`config.mk`:
```
export PLATFORM = sky130hd
export DESIGN_NAME = gcd_arbiter
export DESIGN_NICKNAME = d
export VERILOG_FILES = /design/src/rtl/gcd_arbiter.sv
export SDC_FILE = /design/constraint.sdc
export NUM_CORES = 1
export LEC_CHECK = 0
export BUFFER_PORTS_ARGS = -buffer_cell sky130_fd_sc_hd__buf_2
export CELL_PAD_IN_SITES_DETAIL_PLACEMENT = 0
export CELL_PAD_IN_SITES_GLOBAL_PLACEMENT = 2
export CORE_ASPECT_RATIO = 1.4
export CORE_MARGIN = 1
export CORE_UTILIZATION = 30
export CTS_CLUSTER_SIZE = 14
export DETAILED_ROUTE_END_ITERATION = 10
export PLACE_DENSITY_LB_ADDON = 0.1
export SETUP_SLACK_MARGIN = 0.5
export SYNTH_ARGS = -nofsm -noshare
export SYNTH_HDL_FRONTEND = slang
export SYNTH_SLANG_ARGS = --single-unit
```
`constraint.sdc`:
```
create_clock -name clk -period 4.8 [get_ports clk]
set_input_delay 0.48 -clock clk [delete_from_list [all_inputs] [get_ports clk]]
set_output_delay 0.48 -clock clk [all_outputs]
set_load 0.02 [all_outputs]
```
`src/rtl/gcd_arbiter.sv`:
```
// gcd_arbiter: round-robin front end that shares one sequential GCD engine among four
// requesters, short-circuits zero operands and aborts stuck engine runs with a watchdog.
module gcd_arbiter #(
   parameter int WIDTH   = 8,
   parameter int TIMEOUT = 64
) (
   input  logic               clk,
   input  logic               rst_n,
   input  logic [3:0]         req_valid,
   output logic [3:0]         req_ready,
   input  logic [4*WIDTH-1:0] req_a,
   input  logic [4*WIDTH-1:0] req_b,
   output logic               rsp_valid,
   input  logic               rsp_ready,
   output logic [1:0]         rsp_id,
   output logic [WIDTH-1:0]   rsp_data,
   output logic               rsp_err,
   output logic               eng_load,
   output logic [WIDTH-1:0]   eng_a,
   output logic [WIDTH-1:0]   eng_b,
   input  logic               eng_done,
   input  logic [WIDTH-1:0]   eng_c,
   output logic [15:0]        done_count
);
   localparam int TW = $clog2(TIMEOUT);
   typedef enum logic [1:0] {IDLE, ISSUE, WAIT, RESP} state_t;
   state_t           state_q, state_d;
   logic [1:0]       ptr_q, ptr_d;
   logic [TW-1:0]    timer_q, timer_d;
   logic             rsp_valid_q, rsp_valid_d;
   logic [1:0]       rsp_id_q, rsp_id_d;
   logic [WIDTH-1:0] rsp_data_q, rsp_data_d;
   logic             rsp_err_q, rsp_err_d;
   logic             eng_load_q, eng_load_d;
   logic [WIDTH-1:0] eng_a_q, eng_a_d;
   logic [WIDTH-1:0] eng_b_q, eng_b_d;
   logic [15:0]      done_count_q, done_count_d;
   logic [1:0]       win;
   logic             found;
   logic [WIDTH-1:0] a, b;

   // Search starts just past the last grant, so a requester holding valid waits its turn.
   always_comb begin
      found = 1'b0;
      win   = '0;
      for (int k = 1; k <= 4; k++) begin
         if (!found && req_valid[ptr_q + 2'(k)]) begin
            found = 1'b1;
            win   = ptr_q + 2'(k);
         end
      end
   end

   assign req_ready = (state_q == IDLE && found) ? 4'b0001 << win : 4'b0000;
   assign a = req_a[win*WIDTH +: WIDTH];
   assign b = req_b[win*WIDTH +: WIDTH];

   always_comb begin
      state_d      = state_q;
      ptr_d        = ptr_q;
      timer_d      = timer_q;
      rsp_valid_d  = rsp_valid_q;
      rsp_id_d     = rsp_id_q;
      rsp_data_d   = rsp_data_q;
      rsp_err_d    = rsp_err_q;
      eng_load_d   = 1'b0;
      eng_a_d      = eng_a_q;
      eng_b_d      = eng_b_q;
      done_count_d = done_count_q;
      case (state_q)
         IDLE: if (found) begin
            ptr_d    = win;
            rsp_id_d = win;
            if (a == '0 || b == '0) begin
               rsp_data_d  = a | b;
               rsp_err_d   = 1'b0;
               rsp_valid_d = 1'b1;
               state_d     = RESP;
            end else begin
               eng_a_d    = a;
               eng_b_d    = b;
               eng_load_d = 1'b1;
               state_d    = ISSUE;
            end
         end
         ISSUE: begin
            timer_d = '0;
            state_d = WAIT;
         end
         // A done pulse in the final watchdog cycle still counts as success.
         WAIT: begin
            timer_d = timer_q + 1'b1;
            if (eng_done) begin
               rsp_data_d  = eng_c;
               rsp_err_d   = 1'b0;
               rsp_valid_d = 1'b1;
               state_d     = RESP;
            end else if (timer_q == TW'(TIMEOUT - 1)) begin
               rsp_data_d  = '0;
               rsp_err_d   = 1'b1;
               rsp_valid_d = 1'b1;
               state_d     = RESP;
            end
         end
         default: if (rsp_ready) begin
            rsp_valid_d  = 1'b0;
            done_count_d = done_count_q + 16'd1;
            state_d      = IDLE;
         end
      endcase
   end

   always_ff @(posedge clk or negedge rst_n) begin
      if (!rst_n) begin
         state_q      <= IDLE;
         ptr_q        <= 2'd3;
         timer_q      <= '0;
         rsp_valid_q  <= 1'b0;
         rsp_id_q     <= '0;
         rsp_data_q   <= '0;
         rsp_err_q    <= 1'b0;
         eng_load_q   <= 1'b0;
         eng_a_q      <= '0;
         eng_b_q      <= '0;
         done_count_q <= '0;
      end else begin
         state_q      <= state_d;
         ptr_q        <= ptr_d;
         timer_q      <= timer_d;
         rsp_valid_q  <= rsp_valid_d;
         rsp_id_q     <= rsp_id_d;
         rsp_data_q   <= rsp_data_d;
         rsp_err_q    <= rsp_err_d;
         eng_load_q   <= eng_load_d;
         eng_a_q      <= eng_a_d;
         eng_b_q      <= eng_b_d;
         done_count_q <= done_count_d;
      end
   end

   assign rsp_valid  = rsp_valid_q;
   assign rsp_id     = rsp_id_q;
   assign rsp_data   = rsp_data_q;
   assign rsp_err    = rsp_err_q;
   assign eng_load   = eng_load_q;
   assign eng_a      = eng_a_q;
   assign eng_b      = eng_b_q;
   assign done_count = done_count_q;
endmodule

```
Yosys cells after proc, flatten, opt, wreduce, memory -nomap -nowiden

Cells that the tools add are included.

Register bits after elaboration: 55
Input bits: 80
Output and inout bits: 49
Logic and storage cells: 97

Add/sub/neg operators: 5
$lt $le $gt $ge: 4
Eq/ne operators: 6
Shift-type cells: 3
Mux-type cells: 42
Bitwise gates (word level): 4
Reductions and logical operators: 22

Operator list:

| operator                                                             | count |
|---|---|
| 32-bit by 6-bit indexed part select with 8-bit output                | 2 |
| 8-bit 2-to-1 mux                                                     | 4 |
| 1-bit 2-to-1 mux                                                     | 19 |
| 2-bit 2-to-1 mux                                                     | 9 |
| 16-bit by 1-bit adder with 16-bit output, second input constant      | 1 |
| 8-bit zero test                                                      | 2 |
| 8-bit one-hot mux with 2 select lines                                | 1 |
| 2-bit by 3-bit < comparator with 1-bit output, second input constant | 4 |
| 6-bit one-hot mux with 2 select lines                                | 1 |
| 1-bit binary-select mux with 2-bit select                            | 4 |
| 8-bit bitwise OR                                                     | 1 |
| 6-bit by 1-bit adder with 6-bit output, second input constant        | 1 |
| 6-bit == test, second input constant                                 | 1 |
| 2-bit one-hot mux with 3 select lines                                | 1 |
| 3-bit AND reduction                                                  | 2 |
| 5-bit AND reduction                                                  | 1 |
| 2-bit adder, second input constant                                   | 2 |
| 1-bit logical AND                                                    | 4 |
| 4-bit 2-to-1 mux                                                     | 1 |
| 2-bit AND reduction                                                  | 2 |
| 4-bit AND reduction                                                  | 1 |
| 2-bit nonzero test                                                   | 2 |
| 4-bit nonzero test                                                   | 1 |
| 1-bit by 2-bit left shift with 4-bit output, first input constant    | 1 |
| 14 further kinds                                                     | 18 |

Longest topological paths before layout

Gate-level depths: netlist of the first run.

Depth after elaboration: 19
Mapped depth: 10

Worst setup path after synthesis of the first run

OpenSTA, ideal clock, no wires.

Path kind: reg-to-reg
From: register ptr_q[1]
To: register rsp_data_q[0] (netlist: rsp_data[0])
Setup time: 125 ps
Arrival: 2514 ps
Data required time: 4675 ps
Path slack: 2161 ps
Cell stages (with the launch flop): 10
Buffers on the path: 1
Cell sequence: dfstp_2 -> mux2i_1 -> o21ai_2 -> buf_2 -> o21ai_0 -> a32oi_1 -> nor4_1 -> nand2_1 -> a31oi_4 -> mux2_4

Cells in the longest elaborated chain, start to end: 18
Elaborated cells between the ends (all ways): 37

Ends and longest elaborated chain:

| item                                                                                                  | RTL line | source |
|---|---|---|
| start, declared                                                                                       | 28       | `logic [1:0] ptr_q, ptr_d;` |
| start signal, assigned                                                                                | 128      | `ptr_q <= ptr_d;` |
| 2-bit by 1-bit adder with 2-bit output                                                                | 47, 49   |  |
| 1-bit binary-select mux with 2-bit select                                                             | 47       | `if (!found && req_valid[ptr_q + 2'(k)]) begin` |
| 1-bit 2-to-1 mux (implied by the code)                                                                | 47       |  |
| 1-bit 2-to-1 mux                                                                                      | 47       |  |
| 1-bit zero test                                                                                       | 47       |  |
| 1-bit logical AND                                                                                     | 47       |  |
| 1-bit 2-to-1 mux                                                                                      | 47       |  |
| 1-bit zero test                                                                                       | 47       |  |
| (+2 left out)                                                                                         | n/a      |  |
| 1-bit zero test                                                                                       | 47       |  |
| 1-bit logical AND                                                                                     | 47       |  |
| 2-bit 2-to-1 mux                                                                                      | 47       |  |
| 32-bit by 6-bit indexed part select with 8-bit output, on equally long branches                       | 55, 56   |  |
| 8-bit zero test / 8-bit bitwise OR (equally long branches)                                            | 74, 75   |  |
| 1-bit logical OR / 8-bit 2-to-1 mux (equally long branches)                                           | 74       | `if (a == '0 \|\| b == '0) begin` |
| 2-bit by 1-bit inequality test with 1-bit output (no line) / 8-bit 2-to-1 mux (equally long branches) | n/a      |  |
| 4-bit AND reduction (no line) / 8-bit one-hot mux with 2 select lines (equally long branches)         | n/a      |  |
| end signal, assigned                                                                                  | 132      | `rsp_data_q <= rsp_data_d;` |
| end, declared                                                                                         | 32       | `logic [WIDTH-1:0] rsp_data_q, rsp_data_d;` |

Parallel ways exist; a longest one is shown, timed or not. The select of a mux whose other input is x is not followed.
A chain may end at the register's enable or synchronous reset.

Final worst setup path of the first run

From: register ptr_q[1]
To: register eng_a_q[1] (netlist: eng_a[1])

Cells in the longest elaborated chain, start to end: 18
Elaborated cells between the ends (all ways): 32

Ends and longest elaborated chain:

| item                                                                            | RTL line | source |
|---|---|---|
| 2-bit by 1-bit adder with 2-bit output                                          | 47, 49   |  |
| 1-bit binary-select mux with 2-bit select                                       | 47       |  |
| 1-bit 2-to-1 mux (implied by the code)                                          | 47       |  |
| 1-bit 2-to-1 mux                                                                | 47       |  |
| 1-bit zero test                                                                 | 47       |  |
| 1-bit logical AND                                                               | 47       |  |
| 1-bit 2-to-1 mux                                                                | 47       |  |
| 1-bit zero test                                                                 | 47       |  |
| (+2 left out)                                                                   | n/a      |  |
| 1-bit zero test                                                                 | 47       |  |
| 1-bit logical AND                                                               | 47       |  |
| 2-bit 2-to-1 mux                                                                | 47       |  |
| 32-bit by 6-bit indexed part select with 8-bit output, on equally long branches | 55, 56   |  |
| 8-bit zero test                                                                 | 74       |  |
| 1-bit logical OR                                                                | 74       |  |
| 1-bit inverter (no line)                                                        | n/a      |  |
| 3-bit AND reduction (no line)                                                   | n/a      |  |
| end signal, assigned                                                            | 135      | `eng_a_q <= eng_a_d;` |
| end, declared                                                                   | 35       | `logic [WIDTH-1:0] eng_a_q, eng_a_d;` |

Parallel ways exist; a longest one is shown, timed or not. The select of a mux whose other input is x is not followed.

==> results.yml, run 1 <==
timing:
  setup-tns-final_ps: 0
  finalClockSkew_ps: 8.42
  setup_violations: 0
  finalCriticalPeriod_ps: 3610
  period_share_pct: 75.3
  worstMarginPinSlew_ps: 1080
  rsz0062_at_grt: "no"
  whs_ps: 302
  maxSlewViolCount: 0
  relSlewSlack_pct: 28.0
  max_freq_mhz: 277
  hold_viol: 0
global_routing:
  grt_start_max_net_pins: 56
  grt_util_met1_pct: 22.5
  antenna_found_initial: 0
  grt_pass1_vias: 3067
  met2_usage_pct: 30.3
  grt.busiest_layer: "met2"
  grt_pass1_wl_um: 15900
  grt_usage_pct: 18.0
  overflow: 0
  met3_usage_pct: 4.76
placed_design:
  dp.cells: 586
  port_buffers: 128
  routabilityCongestion: 0.786
  dp_hpwl_um: 7530
synthesis:
  syn_area_mm2: 0.00323
  synth_compound_area_share_pct: 20.4
  synth_ff_type: "dfrtp_1"
  muxShareOfSynthArea_pct: 11.0
  synth_fa_ha_area_share_pct: 2.71
  yosys.area_share.simple_pct: 14.5
  ys.warnings.count: 0
  syn_avg_cell_area_um2: 9.60
  syn_nets: 424
  synth_seq_cells: 55
  synth_enable_flop_cells: 0
  synth_cells: 337
  synth_top_family_by_area: "compound AO/OA/AOI/OAI gates"
  async_reset_ff_share_pct: 100
  seq_area_frac_synth_pct: 42.6
  synth.distinct_cells: 44
  synthXorXnorAreaFrac_pct: 4.33
clocking:
  clock-sinks: 55
  cts_tree: "done"
  cts_buffers: 5
  htreeDepth: 2
  post_cts_buffers: 0
  cts_max_path_buffers: 2
  cts.repair.resized: 0
  cts_hold_buf: 0
  cts-root-buf: "clkbuf_16"
  worstSkewPairLatency_ps: 300
  clk_pin_slew_ps: 80
critical_path:
  crit_buf_inv: 1
  cpMaxStageDelayCell: "a31oi_2"
  cp.arrival_ps: 3800
  critPathMaxFanout: 23
  cp_top_family: "compound AO/OA/AOI/OAI gates"
  worstSetupPathType: "reg2reg"
  required_ps: 4990
  cp-start-kind: "flip-flop"
  r2r_start: "ptr_q[1]"
  worstPathCellList: "nand3b_1 -> a31oi_2 -> buf_4 -> a31oi_1 -> a32oi_1 -> nor4_1 -> nand2_1 -> nand3_2 -> mux2_1"
  max_stage_delay_ps: 850
  rrSetupSlack_ps: 1190
  r2r_cells: 9
  timing.rr.end: "eng_a[1]"
  end_kind: "flip-flop"
power:
  cellPowerDensity_mw_per_mm2: 625
  p_leak_nw: 1.91
  vdd_drop_max_uv: 270
  clockPowerShare_pct: 14.4
  p_seq_share_pct: 29.9
  p_comb_share_pct: 55.7
  switching_share_pct: 45.1
  p_int_mw: 1.42
  switchingPower_mw: 1.16
floorplan:
  die_y_um: 125
  die-area_mm2: 0.0112
  io_pins: 129
  die_w_um: 89.8
  floorplan.initialDensity_pct: 31.1
  design.core.area_mm2: 0.0104
  rows: 44
min_path:
  hold_path_class: "in2async"
flow_run:
  drv_cap: 0
route:
  wire_per_inst_um: 16.7
  dr.first_iter.drc_count: 112
  first_pass_iters: 4
  wirelength_um: 9940
  vias: 3021
  drc: 0
  ant_nets: 0
  via_per_inst: 5.09
layout:
  nets: 542
  final_cell_count_no_fill: 594
  drive_above_1_share_pct: 37.3
  areaGrowthSynthToFinish_pct: 27.4
  num_antenna_cells: 0
  final_common_cell: "buf_2"
  fillers: 1069
  final_cell_mix: "buf_2, dfrtp_1, o21ai_0"
run_status:
  status: "finished clean"
## synthesized netlist by cell type, types with 2 or more instances
cell | instances | area (um2)
inv_1 | 10 | 37.5
o31ai_1 | 4 | 30.0
buf_2 | 5 | 25.0
nor3_1 | 2 | 10.0
o21ai_2 | 2 | 17.5
xor2_1 | 3 | 26.3
a31oi_1 | 16 | 100
nor2_1 | 8 | 30.0
nand4_1 | 5 | 31.3
o21ai_0 | 49 | 245
and3_1 | 3 | 18.8
dfstp_2 | 2 | 52.6
nand3b_1 | 2 | 15.0
a21oi_1 | 3 | 15.0
ha_1 | 7 | 87.6
a32oi_1 | 16 | 140
mux2_4 | 9 | 135
clkbuf_1 | 12 | 45.0
nand3_1 | 23 | 115
o21a_1 | 4 | 30.0
nor4_1 | 6 | 37.5
xnor2_1 | 13 | 114
and2_1 | 2 | 12.5
mux2_2 | 13 | 146
mux2i_1 | 3 | 30.0
mux2_1 | 4 | 45.0
nor2b_1 | 4 | 25.0
nand2_1 | 38 | 143
buf_6 | 2 | 22.5
dfrtp_1 | 53 | 1330
## cell families after synthesis
logic type                 Yosys count
buffers and inverters               31
muxes                               29
AOI/OAI and AO/OA                  102
adders and majority gates            7
xor gates and xnor gates            16
DFF                                 55
and+or+nand+nor                     97
## final cells by class
class | count | area [um2] | area share, %
multi-input cells | 251 | 1710 | 41.6
flip-flops and latches | 55 | 1380 | 33.5
repair buffers | 132 | 671 | 16.3
well taps | 138 | 173 | 4.19
clock buffers | 5 | 125 | 3.04
inverters | 10 | 37.5 | 0.911
clock inverters | 3 | 22.5 | 0.546
## worst max path at each step
stage,start,end,slack [ps],cells past startpoint
after floorplan,ptr_q[1],rsp_data[0],2160,9
after global placement,req_valid[1],eng_a[4],1060,10
after detailed placement,req_valid[1],eng_a[4],1130,10
after CTS,ptr_q[1],eng_a[1],1180,9
after global routing,ptr_q[1],eng_a[6],850,8
final,ptr_q[1],eng_a[1],1190,9
## metal layers
layer	vias to the layer above	share of wire [%]	wire [um]
li1	1472	-	-
met1	1422	43	4280
met2	121	48	4790
met3	6	7.6	755
met4	0	1.1	112
met5	-	0	0
## stage by stage
step                setup WS [ps]  area, um2  total power [mW]  utilization, %
floorplan                    2160       3230              1.80               -
global placement             1060       3970              2.21            38.2
detailed placement           1130       3970              2.23            38.2
CTS                          1180       4120              2.61            39.6
global route                  845       4120              2.77            39.6
finish                       1190       4120              2.58            39.6
## state kept, by name, summed over array words and instances (netlist names)
| name | cells |
|---|---|
| rsp_valid | 1 |
| rsp_err | 1 |
| ptr_q | 2 |
| eng_load | 1 |
| rsp_data | 8 |
| eng_b | 8 |
| state_q | 2 |
| eng_a | 8 |
| timer_q | 6 |
| rsp_id | 2 |
| done_count | 16 |
## power by group through the flow
stage / Sequential [mW] / Combinational (mW) / Clock (mW)
floorplan: 0.917 / 0.881 / 0
global placement: 0.780 / 1.43 / 0
detailed placement: 0.781 / 1.44 / 0
CTS: 0.774 / 1.45 / 0.388
global route: 0.797 / 1.57 / 0.402
finish: 0.770 / 1.44 / 0.372
Power figures use the tool's default switching activity.
==> inputs of run 2 (changes only) <==
--- a/config.mk
+++ b/config.mk
@@ -10,7 +10,7 @@
 export CELL_PAD_IN_SITES_GLOBAL_PLACEMENT = 2
 export CORE_ASPECT_RATIO = 1.4
 export CORE_MARGIN = 1
-export CORE_UTILIZATION = 30
+export CORE_UTILIZATION = 25
 export CTS_CLUSTER_SIZE = 14
 export DETAILED_ROUTE_END_ITERATION = 10
 export PLACE_DENSITY_LB_ADDON = 0.1
==> constraint.sdc (replaced) <==
create_clock -name clk -period 3.3 [get_ports clk]
set_input_delay 0.33 -clock clk [delete_from_list [all_inputs] [get_ports clk]]
set_output_delay 0.33 -clock clk [all_outputs]
set_load 0.02 [all_outputs]
==> run 2 against run 1 <==
  * The run now ends with DRC left
  * Worst setup slack worse by 710 ps
  * Power is 64% higher
  * Register-to-register slack worse by 710 ps
  * Via count increased by 1.1%
  * Hold slack got worse by 230 ps
  * Clock-buffer cell count rose by 1
  * Critical path type unchanged
  * Critical endpoint is now rsp_data[3]
==> results.yml, run 2 (synthesis results as in run 1) <==
run_status:
  status: "finished with violations"
  violations: "DRC"
layout:
  largest_reg_flops: 16
  drive_above_1_share_pct: 44.4
  final_cell_mix: "buf_2, dfrtp_1, nand2_1"
  num_antenna_cells: 0
  final_common_cell: "buf_2"
  areaGrowthSynthToFinish_pct: 40.1
  nets: 554
  final_area_mm2: 0.00453
route:
  ant_nets: 0
  wire_per_inst_um: 18.0
  vias: 3053
  first_pass_iters: 7
  dr.first_iter.drc_count: 117
  drc: 14
  wirelength_um: 11100
  via_per_inst: 4.94
power:
  vdd_drop_max_uv: 360
  p_seq_share_pct: 26.7
  switchingPower_mw: 1.87
  p_leak_nw: 2.03
  p_int_mw: 2.36
  switching_share_pct: 44.2
  cellPowerDensity_mw_per_mm2: 933
  p_comb_share_pct: 58.7
  clockPowerShare_pct: 14.6
clocking:
  cts_buffers: 5
  htreeDepth: 2
  worstSkewPairLatency_ps: 300
  clock-sinks: 55
  cts_max_path_buffers: 2
  cts-root-buf: "clkbuf_16"
  cts_hold_buf: 0
  cts_tree: "done"
  clk_pin_slew_ps: 80
floorplan:
  floorplan.initialDensity_pct: 25.9
  die_y_um: 137
  die_w_um: 98.1
  rows: 48
  io_pins: 129
  design.core.area_mm2: 0.0125
  die-area_mm2: 0.0134
critical_path:
  worstSetupPathType: "reg2reg"
  worstPathCellList: "mux2i_4 -> buf_4 -> o21ai_4 -> o21ai_0 -> a32oi_2 -> nor4_2 -> nand2_2 -> a31oi_4 -> buf_12 -> mux2_4"
  critPathMaxFanout: 13
  crit_buf_inv: 2
  max_stage_delay_ps: 570
  cp.arrival_ps: 3000
  end_kind: "flip-flop"
  r2r_start: "ptr_q[1]"
  timing.rr.end: "rsp_data[3]"
  required_ps: 3480
  r2r_cells: 10
  cp_top_family: "compound AO/OA/AOI/OAI gates"
  cp-start-kind: "flip-flop"
  rrSetupSlack_ps: 470
  cpMaxStageDelayCell: "dfstp_2"
min_path:
  hold_path_class: "in2async"
global_routing:
  grt_usage_pct: 16.6
  grt_start_max_net_pins: 34
  grt_pass1_vias: 3108
  grt_pass1_wl_um: 17000
  overflow: 0
  antenna_found_initial: 0
placed_design:
  port_buffers: 128
  dp_hpwl_um: 8330
  routabilityCongestion: 0.760
  placed_cell_area_mm2: 0.00408
flow_run:
  drv_cap: 0
timing:
  period_share_pct: 85.7
  setup-tns-final_ps: 0
  hold_viol: 0
  finalCriticalPeriod_ps: 2830
  worstMarginPinSlew_ps: 811
  relSlewSlack_pct: 45.5
  max_freq_mhz: 354
  setup_violations: 0
  finalClockSkew_ps: 11.1
  maxSlewViolCount: 0
  rsz0062_at_grt: "yes"
run 2: changes by cell type in the layout (fill, tap and decap cells not counted), sizes merged:
| cell | delta |
|---|---|
| buf | +11 |
| clkinv | -2 |
| clkbuf | +1 |
| bufinv | +1 |
| o21ai | +1 |
run 2: what timing repair did:
action,in CTS,in global routing
endpoints found under the hold margin,0,0
resized for setup,20,26
setup endpoints to repair,28,30
pin swaps,9,11
cloned,1,0
setup buffers,4,2
run 2: how the worst max path moves through the flow:
stage | start | endpoint | cells past startpoint
after floorplan | ptr_q[1] | rsp_data[0] | 9
after global placement | ptr_q[1] | eng_a[6] | 9
after detailed placement | ptr_q[1] | eng_a[3] | 9
after CTS | ptr_q[1] | rsp_data[3] | 11
after global routing | ptr_q[1] | rsp_data[3] | 11
final | ptr_q[1] | rsp_data[3] | 10
run 2: stage by stage:
stage	hold slack, ps	setup slack, ps	total power, mW	instances	utilization, %
floorplan	34.4	661	2.62	337	-
global placement	418	-95.2	3.35	603	32.6
detailed placement	426	-170	3.35	603	32.6
CTS	98.1	432	4.19	616	35.4
global route	120	281	4.53	618	36.3
finish	75.5	472	4.23	618	36.3
run 2: power groups by stage:
stage	Combinational [mW]	Sequential, mW	Clock [mW]
after floorplan	1.28	1.33	0
after global placement	2.22	1.13	0
after detailed placement	2.22	1.13	0
after CTS	2.41	1.14	0.641
after global routing	2.70	1.16	0.663
final	2.48	1.13	0.616
run 2: layer usage:
metal	up-vias	part of all wire, %	global-route usage, %
li1	1502	-	-
met2	90	51	30.0
met1	1451	41	19.6
met4	0	1.7	5.31
met3	10	6.0	3.42
met5	-	0	0
run 2: layout make-up:
class | instances | area, um2
fillers | 1324 | 7960
multi-input cells | 252 | 1930
flip-flops and latches | 55 | 1380
repair buffers | 143 | 828
well taps | 150 | 188
clock buffers | 6 | 129
clock inverters | 2 | 38.8
inverters | 10 | 37.5
